$ cat config.mk
export PLATFORM = sky130hd
export DESIGN_NAME = seq_divider
export DESIGN_NICKNAME = d
export VERILOG_FILES = /design/src/rtl/seq_divider.sv
export SDC_FILE = /design/constraint.sdc
export NUM_CORES = 1
export LEC_CHECK = 0
export CORE_ASPECT_RATIO = 2
export CORE_UTILIZATION = 55
export DETAILED_ROUTE_END_ITERATION = 12
export PLACE_DENSITY = 0.82
export SYNTH_ARGS = -nofsm -noshare
export SYNTH_HDL_FRONTEND = slang
export SYNTH_SLANG_ARGS = --single-unit
$ cat constraint.sdc
create_clock -name clk_i -period 2.8 [get_ports clk_i]
set_input_delay 0.7 -clock clk_i [delete_from_list [all_inputs] [get_ports clk_i]]
set_output_delay 0.7 -clock clk_i [all_outputs]
set_load 0.01 [all_outputs]
$ cat src/rtl/seq_divider.sv
// seq_divider: sequential unsigned restoring divider, one quotient bit per clock.
// A start/busy/done handshake wraps the iteration. Results are held in dedicated
// registers, and a zero divisor short-circuits straight to the DONE state.
module seq_divider #(
    parameter int WIDTH = 16
) (
    input  logic             clk_i,
    input  logic             rst_n_i,
    input  logic             start_i,
    input  logic [WIDTH-1:0] dividend_i,
    input  logic [WIDTH-1:0] divisor_i,
    output logic             busy_o,
    output logic             done_o,
    output logic [WIDTH-1:0] quotient_o,
    output logic [WIDTH-1:0] remainder_o,
    output logic             div_by_zero_o
);

    localparam int CW = $clog2(WIDTH + 1);

    typedef enum logic [1:0] {S_IDLE, S_CALC, S_DONE} state_t;

    state_t           state_q, state_d;
    logic [CW-1:0]    cnt_q, cnt_d;
    // Between iterations the partial remainder is always below the divisor,
    // so WIDTH bits suffice. Only the shifted value needs the extra bit.
    logic [WIDTH-1:0] r_q, r_d;
    logic [WIDTH-1:0] q_q, q_d;
    logic [WIDTH-1:0] d_q, d_d;
    logic [WIDTH-1:0] quot_q, quot_d;
    logic [WIDTH-1:0] rem_q, rem_d;
    logic             dbz_q, dbz_d;

    logic             accept;
    logic             last_iter;
    logic [WIDTH:0]   r_shift;
    logic [WIDTH+1:0] diff;
    logic             borrow;
    logic [WIDTH-1:0] r_iter;
    logic [WIDTH-1:0] q_iter;
    logic             unused_diff_bit;

    // START is honoured in every state except CALC.
    assign accept    = start_i && (state_q != S_CALC);
    assign last_iter = (state_q == S_CALC) && (cnt_q == CW'(1));

    // One restoring step: shift {R,Q}, trial-subtract D, and keep or restore R based on the borrow.
    always_comb begin
        r_shift = {r_q, q_q[WIDTH-1]};
        diff    = {1'b0, r_shift} - {2'b00, d_q};
        borrow  = diff[WIDTH+1];
        // With no borrow the difference is below D, so bit WIDTH is always zero.
        unused_diff_bit = diff[WIDTH];
        if (borrow) begin
            r_iter = r_shift[WIDTH-1:0];
            q_iter = {q_q[WIDTH-2:0], 1'b0};
        end else begin
            r_iter = diff[WIDTH-1:0];
            q_iter = {q_q[WIDTH-2:0], 1'b1};
        end
    end

    // State register.
    always_ff @(posedge clk_i or negedge rst_n_i) begin
        if (!rst_n_i) state_q <= S_IDLE;
        else          state_q <= state_d;
    end

    // Next-state logic.
    always_comb begin
        state_d = state_q;
        case (state_q)
            S_IDLE, S_DONE: begin
                if (accept) state_d = (divisor_i == '0) ? S_DONE : S_CALC;
                else        state_d = S_IDLE;
            end
            S_CALC: begin
                if (last_iter) state_d = S_DONE;
            end
            default: state_d = S_IDLE;
        endcase
    end

    // Handshake outputs are decoded from the state register only.
    always_comb begin
        busy_o = (state_q == S_CALC);
        done_o = (state_q == S_DONE);
    end

    // Datapath next-state: operand capture, iteration, and result update on entry to DONE.
    always_comb begin
        cnt_d  = cnt_q;
        r_d    = r_q;
        q_d    = q_q;
        d_d    = d_q;
        quot_d = quot_q;
        rem_d  = rem_q;
        dbz_d  = dbz_q;
        if (accept) begin
            q_d   = dividend_i;
            d_d   = divisor_i;
            r_d   = '0;
            cnt_d = CW'(WIDTH);
            if (divisor_i == '0) begin
                quot_d = '1;
                rem_d  = dividend_i;
                dbz_d  = 1'b1;
            end
        end else if (state_q == S_CALC) begin
            r_d   = r_iter;
            q_d   = q_iter;
            cnt_d = cnt_q - CW'(1);
            if (last_iter) begin
                quot_d = q_iter;
                rem_d  = r_iter;
                dbz_d  = 1'b0;
            end
        end
    end

    // Datapath and result registers.
    always_ff @(posedge clk_i or negedge rst_n_i) begin
        if (!rst_n_i) begin
            cnt_q  <= '0;
            r_q    <= '0;
            q_q    <= '0;
            d_q    <= '0;
            quot_q <= '0;
            rem_q  <= '0;
            dbz_q  <= 1'b0;
        end else begin
            cnt_q  <= cnt_d;
            r_q    <= r_d;
            q_q    <= q_d;
            d_q    <= d_d;
            quot_q <= quot_d;
            rem_q  <= rem_d;
            dbz_q  <= dbz_d;
        end
    end

    assign quotient_o    = quot_q;
    assign remainder_o   = rem_q;
    assign div_by_zero_o = dbz_q;

endmodule

==> metrics.cfg <==
[sta]
hold_viol=0
drv_slew=0
layout_setup_ws_ns=0.07142
fin_crit_sh_pct=97.45
fin_worst_skew_ns=0.006965
rsz0062_at_grt=no
tightest_slew_ns=0.7614
max_clock_freq_mhz=366.5
setup-violations-final=0
finalCriticalPeriod_ns=2.729
whs_ns=0.2461
slew_headroom_pct=48.53

[setup_path]
cp_max_fo=5
critPathKind=primary input to flip-flop
cp_num_buf_inv=2
cpMostUsedCell=nor2_1
critPathMaxStageDelay_ns=0.58
cpMaxStageDelayCell=nor4_2
cp_cell_sequence=clkdlybuf4s50_1 -> nor4_2 -> nand4_1 -> nor2_1 -> nor2_1 -> buf_4 -> a31oi_1 -> o22ai_1
crit_arrival_ns=2.94
end_kind=flip-flop
crit_required_ns=3.01
cp_top_family=simple AND/OR/NAND/NOR gates
start_kind=primary input

[pwr]
comb_power_share_pct=57.4
ir_drop_v=0.0007177
p_int_mw=4.745
p_leak_nw=2.584
p_per_area_mw_per_mm2=1405
clkPwrFrac_pct=14.6
total_power_mw=8.357
p_sw_share_pct=43.22
seqPwrFrac_pct=28.0
p_sw_mw=3.612

[status]
status=completed

[yosys]
ys_seq_elements=88
synthFlopType=dfrtp_1
netlist.area_leader.share_pct=46.75
synth_fa_ha_area_share_pct=5.206
avgSynthCellArea_um2=9.733
synth_most_common_cell=dfrtp_1
yosysTopAreaCell=dfrtp_1
syn_inst=484
synth.net_count=538
ys_seq_area_share_pct=46.75
yosysWarnings=0
netlist_area_mm2=0.004711
synth_top_family_by_area=compound AO/OA/AOI/OAI gates
synth-compound-area-share_pct=18.86
synth-simple-area-share_pct=14.63
postSynth.asyncResetShare_pct=100.0
synthMuxAreaShare_pct=8.526
synth_common_cells=dfrtp_1, nor2_1, o21ai_0, a21oi_1, nand2_1
ys_types=53
synth_xor_area_share_pct=1.487
synth.top_cells.by_area=dfrtp_1, ha_1, mux2i_1, o21ai_0, mux2_2
synth_edf_count=0

[floorplan]
coreArea_mm2=0.008292
die_area_mm2=0.008961
rows=47
die_x_um=67.44
die_y_um=132.9
io_pins=70
initial_core_util_pct=56.81

[clock_tree]
cts_buffer_depth=2
htreeDepth=3
path_clk_slew_ns=0.06
clock-sinks=88
cts_buffers=9
root_buffer=clkbuf_16
cts_hold_buf=0
cts_tree=built
cts_setup_buffers=0
clk_latency_ns=0.34

[routing]
drt_iter0_drc=299
via_count=4006
wire_per_inst_um=19.60
via_per_inst=6.033
drt-pass1-iter-count=5
wl_um=13010
drc=0
ant_nets=0

[place]
pre_cts_slack_ns=-0.3874
placement.io_buffers=69
dpl_cell_area_mm2=0.005629
dp.cells=648
place_hpwl_um=9460
globalplace.congestion=0.8891

[global_routing]
antenna_found_initial=0
grt_overflow=0
grt_pass1_vias=4190
grt_pass1_wl_um=20700
track_usage_pct=31.76
grt_start_max_net_pins=67

[cells_and_area]
stdcell_count=664
final_nets=615
postLayoutCellArea_mm2=0.005947
areaGrowthSynthToFinish_pct=26.24
diodes=0
fillCellCount=592
register_area_mm2=0.002202
multi_input_area_mm2=0.002320
drive_gt1_share_pct=12.72

[job]
cap_viol_max_count=0

[min_path]
min_path_type=primary input to async pin

## flip-flops by register name, summed over array words and instances (netlist names)
signal / cells
quotient_o: 16
state_q: 2
r_q: 16
d_q: 16
div_by_zero_o: 1
remainder_o: 16
cnt_q: 5
q_q: 16
## layer usage
metal  routed length [µm]  track usage (%)  part of all wire (%)
met3                  578            5.948                   4.4
met2                 7024            54.22                    54
met5                    0                0                     0
met4                  693            18.56                   5.3
met1                 4716            35.05                    36
## layout by cell type (no fill, tap or decap), drive strengths merged, types with 3 or more instances in the layout
master	Yosys	final
mux2	17	17
or3	11	11
xnor2	3	3
nand3b	14	14
nor2	45	45
a31oi	7	7
xor2	5	5
a21o	9	9
o211ai	3	3
nand3	3	3
o22a	6	6
buf	11	26
clkbuf	17	11
o21ai	50	50
o21a	3	3
a21oi	35	35
nand2b	8	8
inv	24	24
ha	18	18
nor4	4	4
nand4	4	4
nand2	27	27
clkdlybuf4s50	0	68
nor3	12	12
o22ai	3	3
dfrtp	88	88
clkinv	0	3
mux2i	21	21
a211oi	10	10
## power groups by stage
stage | logic (mW) | registers (mW) | clock network [mW]
after floorplan | 3.14 | 2.31 | 0
after global placement | 4.60 | 2.32 | 0
after detailed placement | 4.71 | 2.34 | 0
after CTS | 4.76 | 2.33 | 1.22
after global routing | 5.25 | 2.40 | 1.28
final | 4.80 | 2.34 | 1.22
## stage by stage
step           TNS [ns]  utilization, %
2_1_floorplan         0               -
3_5_place_dp     -8.087           67.89
6_report              0           71.72
3_3_place_gp     -8.957           67.89
5_1_grt               0           71.72
4_1_cts               0           71.65
## final cells by class
type                       count  area share, %
sequential                    88          37.03
clock buffer                  11          4.082
tap                           98          2.062
multi-input combinational    344          39.01
inverter                      24          1.515
timing repair buffer          94          15.36
clock inverter                 5         0.9468
## kinds of logic after synthesis
logic type	Yosys count
compound gates	141
xor+xnor	8
fa+ha+maj	19
buf+inv	52
flops	88
mux	38
simple gates	138
## final timing paths
check | startpoint | endpoint | slack, ns | cells past startpoint
hold reg to reg | quotient_o[12] | quotient_o[12] | 0.49 | 1
hold / removal | rst_n_i | d_q[2] | 0.25 | 1
max in group asynchronous | rst_n_i | r_q[8] | 1.88 | 2
setup / recovery | divisor_i[12] | remainder_o[11] | 0.07 | 8
min in group clk_i | quotient_o[12] | quotient_o[12] | 0.49 | 1
setup reg to reg | r_q[9] | remainder_o[8] | 0.15 | 8
## repair_timing
item / 4_1_cts / 5_1_grt
endpoints found under the hold margin: 0 / 0
pin swaps: 0 / 1
setup endpoints to repair: 3 / 5
resized for setup: 2 / 2
No activity file was read; power rests on OpenSTA's default activity.
